**src/rtl/mem_arbiter.sv**
```systemverilog
// Round-robin arbiter sharing one synchronous memory between the core (port 0)
// and the loader/debug port (port 1), with fixed wait states and a ready pulse.
module mem_arbiter #(
    parameter int ADDR_WIDTH  = 32,
    parameter int DATA_WIDTH  = 32,
    parameter int WAIT_STATES = 1
) (
    input  logic                  clk,
    input  logic                  rst_n,
    input  logic                  req0,
    input  logic                  we0,
    input  logic [ADDR_WIDTH-1:0] addr0,
    input  logic [DATA_WIDTH-1:0] wdata0,
    output logic                  ready0,
    output logic [DATA_WIDTH-1:0] rdata0,
    input  logic                  req1,
    input  logic                  we1,
    input  logic [ADDR_WIDTH-1:0] addr1,
    input  logic [DATA_WIDTH-1:0] wdata1,
    output logic                  ready1,
    output logic [DATA_WIDTH-1:0] rdata1,
    output logic [1:0]            grant,
    output logic                  busy,
    output logic [ADDR_WIDTH-1:0] mem_addr,
    output logic [DATA_WIDTH-1:0] mem_wdata,
    output logic                  mem_read,
    output logic                  mem_write,
    input  logic [DATA_WIDTH-1:0] mem_rdata
);

    typedef enum logic [1:0] {IDLE, ACCESS, RESPOND} state_t;

    state_t                state;
    logic [3:0]            count;
    logic                  last_grant;
    logic                  owner;
    logic                  lat_we;

    logic                  pick;
    logic                  sel_we;
    logic [ADDR_WIDTH-1:0] sel_addr;
    logic [DATA_WIDTH-1:0] sel_wdata;

    // On a tie the port that did not own the memory last time wins.
    always_comb begin
        pick = 1'b0;
        if (req0 && req1)
            pick = ~last_grant;
        else if (req1)
            pick = 1'b1;
        sel_we    = pick ? we1    : we0;
        sel_addr  = pick ? addr1  : addr0;
        sel_wdata = pick ? wdata1 : wdata0;
    end

    // mem_addr/mem_wdata double as the latched request, so they stay stable
    // for the whole access regardless of what the requester does afterwards.
    always_ff @(posedge clk or negedge rst_n) begin
        if (!rst_n) begin
            state      <= IDLE;
            count      <= 4'd0;
            last_grant <= 1'b1;
            owner      <= 1'b0;
            lat_we     <= 1'b0;
            grant      <= 2'b00;
            busy       <= 1'b0;
            ready0     <= 1'b0;
            ready1     <= 1'b0;
            rdata0     <= '0;
            rdata1     <= '0;
            mem_addr   <= '0;
            mem_wdata  <= '0;
            mem_read   <= 1'b0;
            mem_write  <= 1'b0;
        end else begin
            ready0 <= 1'b0;
            ready1 <= 1'b0;
            case (state)
                IDLE: begin
                    if (req0 || req1) begin
                        owner     <= pick;
                        lat_we    <= sel_we;
                        mem_addr  <= sel_addr;
                        mem_wdata <= sel_wdata;
                        mem_read  <= ~sel_we;
                        mem_write <= sel_we;
                        count     <= 4'(WAIT_STATES);
                        grant     <= pick ? 2'b10 : 2'b01;
                        busy      <= 1'b1;
                        state     <= ACCESS;
                    end
                end
                ACCESS: begin
                    if (count == 4'd0) begin
                        mem_read  <= 1'b0;
                        mem_write <= 1'b0;
                        if (!lat_we) begin
                            if (owner)
                                rdata1 <= mem_rdata;
                            else
                                rdata0 <= mem_rdata;
                        end
                        ready0 <= ~owner;
                        ready1 <= owner;
                        state  <= RESPOND;
                    end else begin
                        count <= count - 4'd1;
                    end
                end
                RESPOND: begin
                    last_grant <= owner;
                    grant      <= 2'b00;
                    busy       <= 1'b0;
                    state      <= IDLE;
                end
                default: state <= IDLE;
            endcase
        end
    end

endmodule

```
**config.mk**
```make
export PLATFORM = sky130hd
export DESIGN_NAME = mem_arbiter
export DESIGN_NICKNAME = d
export VERILOG_FILES = /design/src/rtl/mem_arbiter.sv
export SDC_FILE = /design/constraint.sdc
export NUM_CORES = 1
export LEC_CHECK = 0
export ABC_AREA = 1
export CAP_MARGIN = 25
export CORE_MARGIN = 2
export CORE_UTILIZATION = 44
export DETAILED_ROUTE_END_ITERATION = 8
export PLACE_DENSITY = 0.86
export REMOVE_ABC_BUFFERS = 1
export SKIP_LAST_GASP = 1
export SYNTH_ARGS = -nofsm -noshare
export SYNTH_HDL_FRONTEND = slang
export SYNTH_SLANG_ARGS = --single-unit
export TNS_END_PERCENT = 1
```
**constraint.sdc**
```tcl
create_clock -name clk -period 2.5 [get_ports clk]
set_clock_uncertainty 0.15 [all_clocks]
set_input_delay 0.5 -clock clk [delete_from_list [all_inputs] [get_ports clk]]
set_output_delay 0.5 -clock clk [all_outputs]
set_load 0.03 [all_outputs]
```
### Word level (Yosys, flattened, before mapping)

Index checks and enable logic that the tools add are counted.

| word-level totals | value |
|---|---|
| bits of input ports | 166 |
| word-level logic and storage cells | 63 |
| flip-flop bits (word level) | 144 |
| output and inout port bits | 135 |

| operators by class | value |
|---|---|
| bitwise operators | 4 |
| mux-type cells | 25 |
| eq/ne operators | 5 |
| $add $sub $neg | 1 |
| reductions and logical operators | 13 |

Operators with widths:

| cell | number |
|---|---|
| 32-bit 2-to-1 mux | 2 |
| 1-bit 2-to-1 mux | 11 |
| 2-bit 2-to-1 mux | 4 |
| 4-bit 2-to-1 mux | 2 |
| 2-bit case mux with 2 select lines | 2 |
| 4-bit case mux with 2 select lines | 1 |
| 4-bit AND reduction | 2 |
| 2-bit inequality test, second input constant | 3 |
| 1-bit case mux with 2 select lines | 3 |
| 2-bit AND reduction | 3 |
| 3-bit AND reduction | 2 |
| 4-bit zero test | 1 |
| 1-bit inverter | 4 |
| 2-bit nonzero test | 2 |
| 4-bit by 1-bit subtractor with 4-bit output, second input constant | 1 |
| 2-bit by 1-bit == test with 1-bit output, second input constant | 1 |
| 2-bit == test, second input constant | 1 |
| 2-bit zero test | 1 |
| 1-bit logical AND | 1 |
| 1-bit logical OR | 1 |

### Longest topological paths before layout

Gate-level depths: netlist of the first run.

| logic depth | value |
|---|---|
| depth after elaboration | 6 |
| depth in mapped cells | 9 |
| depth with buffers taken out | 8 |

### Worst setup path after synthesis of the first run

Ideal clock, no wire load.

| timing | value |
|---|---|
| path kind | register -> register |
| from | register count[0] |
| to | register rdata0[0] |
| period minus slack after synthesis | 1606 ps |
| arrival | 1340 ps |
| data required time | 2233 ps |
| buffers on the path | 1 |
| library setup time | 117 ps |
| path slack | 894 ps |
| stages on the path, launching flop included | 9 |
| cell sequence | dfrtp_1 -> inv_1 -> ha_1 -> nand2_2 -> nor2_4 -> nand3_2 -> buf_2 -> nand2_1 -> nand2_1 |

| on the way | value |
|---|---|
| word-level cells in the longest chain between the ends | 2 |

Ends and longest elaborated chain:

| item | line | RTL |
|---|---|---|
| start: declaration | 34 | `logic [3:0] count;` |
| start signal: assignment | 87 | `count <= 4'(WAIT_STATES);` |
| start signal: assignment | 107 | `count <= count - 4'd1;` |
| 4-bit zero test | 94 | `if (count == 4'd0) begin` |
| 4-bit AND reduction (no source line) | -- |  |
| end signal: assignment | 101 | `rdata0 <= mem_rdata;` |
| end: declaration | 15 | `output logic [DATA_WIDTH-1:0] rdata0,` |

Every way passes these cells.
A chain may end at the register's enable or synchronous reset.

### Final worst setup path of the first run

| timing | value |
|---|---|
| from | register mem_addr[8] |
| to | output mem_addr[8] |

RTL lines:

| item | line | RTL |
|---|---|---|
| start: declaration | 24 | `output logic [ADDR_WIDTH-1:0] mem_addr,` |
| start signal: assignment | 83 | `mem_addr <= sel_addr;` |

No word-level cell between the ends.

==> results of run 1 <==
## cell families after synthesis
family / Yosys count / share of synthesized area, %
and+or+nand+nor: 497 / 36.0
DFF: 144 / 58.6
adders and majority gates: 1 / 0.203
AOI/OAI and AO/OA: 7 / 0.631
buffers and inverters: 60 / 4.60
## final timing paths
kind	from	to	slack (ps)	cells past startpoint
max	mem_addr[8]$_DFFE_PN0P_	mem_addr[8]	330	1
min	rdata1[22]$_DFFE_PN0P_	rdata1[22]$_DFFE_PN0P_	320	2
max reg2reg	count[0]$_DFFE_PN0P_	rdata1[23]$_DFFE_PN0P_	550	7
min reg2reg	rdata1[22]$_DFFE_PN0P_	rdata1[22]$_DFFE_PN0P_	320	2
max in group asynchronous	rst_n	rdata0[22]$_DFFE_PN0P_	1040	3
min in group asynchronous	rst_n	rdata0[9]$_DFFE_PN0P_	440	2
## Yosys cell counts, drive strengths merged
master  instances
nand4           2
nand2         247
clkbuf         14
ha              1
a21oi           1
nand3         232
dfrtp         143
o22ai           1
dfstp           1
o21a            1
buf            36
nor3            2
nor2           14
o21ai           4
inv            10
## cell type report
type	instances	area (um^2)	share of cell area [%]
clock inverters	13	209	2.08
repair buffers	321	3260	32.5
inverters	10	37.5	0.373
multi-input cells	505	2270	22.6
well taps	180	225	2.24
clock buffers	19	443	4.41
flip-flops and latches	144	3600	35.9
## per-stage QoR
| step | instances | util [%] | TNS [ps] | setup slack, ps | cell area, um^2 |
|---|---|---|---|---|---|
| after global placement | 1159 | 68.2 | 0 | 393 | 9390 |
| after detailed placement | 1159 | 68.2 | 0 | 318 | 9390 |
| final | 1192 | 73.0 | 0 | 332 | 10100 |
| after floorplan | 659 | - | -55670 | -943 | 5900 |
| after global routing | 1192 | 73.0 | 0 | 281 | 10100 |
| after CTS | 1192 | 73.0 | 0 | 320 | 10100 |
## power by group through the flow
stage | sequential, mW | clock (mW) | combinational (mW)
after floorplan | 6.24 | 0 | 2.04
after global placement | 4.13 | 0 | 7.46
after detailed placement | 4.15 | 0 | 7.60
after CTS | 4.17 | 2.84 | 7.65
after global routing | 4.30 | 2.95 | 8.15
final | 4.17 | 2.81 | 7.63
## routing by layer
layer	track usage [%]	wire (um)	part of all wire, %
met5	0	0	0
met4	12.1	657	3.1
met3	11.5	2350	11
met2	45.5	10200	49
met1	32.0	7770	37
## state kept, by name (all words and copies together), names as in the netlist, 2 cells and up
name / cells
mem_addr: 32
mem_wdata: 32
rdata0: 32
rdata1: 32
count: 4
grant: 2
state: 2
## placed cells by master, fill, tap and decap left out, types with 4 or more instances in the layout
cell / n
bufinv_16: 5
buf_12: 8
nand2_1: 242
clkdlybuf4s50_1: 299
clkbuf_16: 17
nand3_1: 230
inv_2: 4
nor2_1: 12
buf_4: 12
inv_1: 6
dfrtp_1: 143
nand2_2: 5
==> run_results.csv, run 1 <==
group,metric,value,unit
sta,rsz0062_at_grt,"no",
synth,synth_area,6150,um^2
clock_tree,root_buffer,"clkbuf_16",
placement,dp_hpwl,14300,um
floorplan,num_rows,43,
global_route,first_global_vias,6156,
critical_path,slowest_stage,"clkdlybuf4s50_1",
floorplan,core,13800,um^2
critical_path,crit_required,1850,ps
sta,slew_viol_final,0,
global_route,grt_first_pass_wirelength,32200,um
sta,worst_pin_slew,472,ps
global_route,grt_usage,27.8,%
sta,setup-violations-final,0,
critical_path,end_kind,"output port",
clock_tree,clockBufferDepth,2,
pwr,p_clk_share,19.2,%
pwr,leakage,4.59,nW
synth,synth_top_area_share,58.2,%
cells_and_area,fillCellCount,990,
sta,holdWs,319,ps
route,num_vias,6311,
clock_tree,post_cts_buffers,0,
pwr,p_switching,6.31,mW
global_route,gr-total-overflow,0,
synth,synth_seq_cells,144,
synth,syn_avg_cell_area,8.67,um^2
route,drt_iter0_markers,560,
synth,netlist_instances,709,
floorplan,start_util,44.6,%
clock_tree,cts_tree,"yes",
sta,fmax,461,MHz
pwr,internal-power,8.30,mW
floorplan,io_pins,301,
synth,yosysSeqAreaShare,58.6,%
sta,finalCritPeriodShare,86.7,%
synth,post-synth-top-area-cell,"dfrtp_1",
clock_tree,cts_resized,0,
cells_and_area,nets,1166,
clock_tree,clock_latency,410,ps
outcome,status,"finished, final reports clean",
pwr,power_frac_seq,28.6,%
clock_tree,path_clk_slew,60,ps
pwr,swShare,43.2,%
critical_path,critical_path_class,"reg2out",
clock_tree,cts_hold_buf,1,
pwr,vdd_drop_max,918,uV
pwr,power_density,1450,nW/um^2
synth,netlist_top_cells_area,"dfrtp_1 58%, nand3_1 19%, nand2_1 15%",
route,ant_nets,0,
floorplan,die_h,122,um
clock_tree,cts_sinks,144,
placement,globalplace.congestion,0.826,
route,wl,21000,um
critical_path,worstPathMaxFanout,2,
floorplan,die_w,122,um
sta,final-hold-violation-count,0,
critical_path,cp_num_buf_inv,1,
clock_tree,numCtsBuffers,17,
synth,yosysWarnings,0,
hold_path,min_path_type,"reg2reg",
run,maxCapViolCount,0,
synth,yosys.cell_types.count,22,
sta,final.min_clock_period,2170,ps
critical_path,crit_family,"buffers and inverters",
route,wl_per_cell,17.6,um
critical_path,crit_chain,"clkdlybuf4s50_1",
pwr,totalPowerFinal,14.6,mW
route,viasPerCell,5.29,
route,drtPass1Iterations,7,
clock_tree,htree_levels,4,
critical_path,cp_slowest_stage_delay,770,ps
route,drc,0,
cells_and_area,num_antenna_cells,0,
cells_and_area,drive_gt1_share,6.72,%
floorplan,die_area,14900,um^2
sta,slew_headroom,68.5,%
pwr,power_frac_comb,52.2,%
cells_and_area,area_growth_syn_to_layout,63.5,%
global_route,antenna_found_initial,0,
critical_path,critical_path.startpoint_type,"flip-flop",
global_route,grt_max_degree,64,
placement,portBuffers,300,
critical_path,critPathArrivalTime,1520,ps
Note: power is estimated with default switching activity, not from simulation.
==> run 2: changes to the inputs <==
--- a/config.mk
+++ b/config.mk
@@ -8,9 +8,8 @@
 export ABC_AREA = 1
 export CAP_MARGIN = 25
 export CORE_MARGIN = 2
-export CORE_UTILIZATION = 44
+export CORE_UTILIZATION = 30
 export DETAILED_ROUTE_END_ITERATION = 8
-export PLACE_DENSITY = 0.86
 export REMOVE_ABC_BUFFERS = 1
 export SKIP_LAST_GASP = 1
 export SYNTH_ARGS = -nofsm -noshare
==> run 2 against run 1 <==
Clock power fell by 11%. Critical path depth did not move. Sequential power hardly changed. Cell area rose by 0.47%. Non-clock buffer count did not move. Global-route usage fell by 8.0 points. Total power decreased by 2.4%. Cell count increased by 7.6%. Routed wire length is 1.2% higher. Critical path type unchanged.
==> run_results.csv, run 2 (same netlist as run 1, synthesis figures left out) <==
group,metric,value,unit
outcome,status,"finished, final reports clean",
route,ant_nets,0,
placement,dpl_cell_area,9520,um^2
placement,dp_slack,271,ps
cells_and_area,final_cell_mix,"299 x clkdlybuf4s50_1, 242 x nand2_1, 230 x nand3_1",
cells_and_area,fin_area,10100,um^2
sta,setup-violations-final,0,
critical_path,slowest_stage,"clkdlybuf4s50_1",
clock_tree,root_buffer,"clkbuf_16",
sta,setup_ws,341,ps
floorplan,io_pins,301,
floorplan,die_h,147,um
cells_and_area,area_growth_syn_to_layout,64.3,%
clock_tree,post_cts_buffers,0,
route,num_vias,6093,
critical_path,crit_chain,"clkdlybuf4s50_1",
sta,worst_pin_slew,547,ps
critical_path,cp_slowest_stage_delay,750,ps
clock_tree,cts_hold_buf,1,
floorplan,num_rows,52,
clock_tree,htree_levels,4,
placement,dp_hpwl,14700,um
clock_tree,clock_latency,410,ps
cells_and_area,drive_gt1_share,6.82,%
sta,rsz0062_at_grt,"no",
critical_path,end_kind,"output port",
route,drt_iter0_markers,324,
placement,portBuffers,300,
floorplan,die_w,147,um
clock_tree,path_clk_slew,60,ps
sta,final.min_clock_period,2160,ps
floorplan,start_util,30.5,%
pwr,vdd_drop_max,667,uV
global_route,first_global_vias,6083,
route,viasPerCell,4.75,
route,drc,0,
pwr,leakage,4.55,nW
pwr,power_density,1410,nW/um^2
sta,fmax,463,MHz
route,drtPass1Iterations,4,
sta,setup_tns,0,ps
global_route,antenna_found_initial,0,
critical_path,critical_path.startpoint_type,"flip-flop",
clock_tree,numCtsBuffers,17,
critical_path,worstPathMaxFanout,2,
cells_and_area,nets,1166,
floorplan,core,20200,um^2
critical_path,critical_path_class,"reg2out",
global_route,grt_max_degree,66,
critical_path,cp_num_buf_inv,1,
critical_path,crit_family,"buffers and inverters",
clock_tree,cts_tree,"yes",
route,wl_per_cell,16.5,um
sta,slew_headroom,63.5,%
critical_path,critPathArrivalTime,1510,ps
sta,slew_viol_final,0,
floorplan,die_area,21700,um^2
cells_and_area,final_common_cell,"clkdlybuf4s50_1",
run,maxCapViolCount,0,
placement,globalplace.congestion,0.776,
sta,finalCritPeriodShare,86.3,%
sta,final-hold-violation-count,0,
clock_tree,cts_resized,0,
global_route,grt_usage,19.8,%
global_route,gr-total-overflow,0,
critical_path,crit_required,1850,ps
clock_tree,cts_sinks,144,
global_route,grt_first_pass_wirelength,33800,um
cells_and_area,num_antenna_cells,0,
clock_tree,clockBufferDepth,2,
hold_path,min_path_type,"reg2reg",
route,wl,21200,um
==> run 2: where the power goes <==
| part | internal (mW) | total, mW | switching [mW] |
|---|---|---|---|
| clock | 1.40 | 2.51 | 1.11 |
| combinational | 3.01 | 7.60 | 4.59 |
| sequential | 3.49 | 4.16 | 0.667 |
| total | 7.90 | 14.3 | 6.36 |
==> run 2: metrics by stage <==
step | total power [mW] | utilization, % | hold WS, ps | cells
after global placement | 11.8 | 47.2 | 303 | 1249
after global routing | 15.2 | 50.1 | 345 | 1282
after detailed placement | 11.8 | 47.2 | 308 | 1249
final | 14.3 | 50.1 | 319 | 1282
after CTS | 14.4 | 50.1 | 325 | 1282
after floorplan | 8.28 | - | 54.4 | 659
==> run 2: routing by layer <==
| metal | vias up | GRT usage (%) | part of all wire (%) | routed length (um) |
|---|---|---|---|---|
| met5 | - | 0 | 0 | 0 |
| met4 | 0 | 5.87 | 1.5 | 310 |
| met3 | 25 | 7.61 | 10 | 2210 |
| met2 | 260 | 30.5 | 46 | 9710 |
| met1 | 2878 | 25.9 | 42 | 8980 |
| li1 | 2930 | - | - | - |
==> run 2: path summary, 6_finish.rpt <==
kind                                          start                endpoint  slack [ps]  cells past startpoint
min in group asynchronous                     rst_n   rdata0[1]$_DFFE_PN0P_         450                      2
setup / recovery           mem_addr[22]$_DFFE_PN0P_            mem_addr[22]         340                      1
setup reg to reg               count[0]$_DFFE_PN0P_  rdata0[19]$_DFFE_PN0P_         610                      7
hold reg to reg              rdata1[20]$_DFFE_PN0P_  rdata1[20]$_DFFE_PN0P_         320                      2
max in group asynchronous                     rst_n   rdata0[8]$_DFFE_PN0P_        1080                      3
hold / removal               rdata1[20]$_DFFE_PN0P_  rdata1[20]$_DFFE_PN0P_         320                      2
==> run 2: layout make-up <==
type / instances / area (um^2)
multi-input combinational: 505 / 2270
sequential: 144 / 3600
clock buffer: 17 / 425
clock inverter: 15 / 149
timing repair buffer: 321 / 3280
tap: 270 / 338
fill: 1890 / 10100
inverter: 10 / 37.5
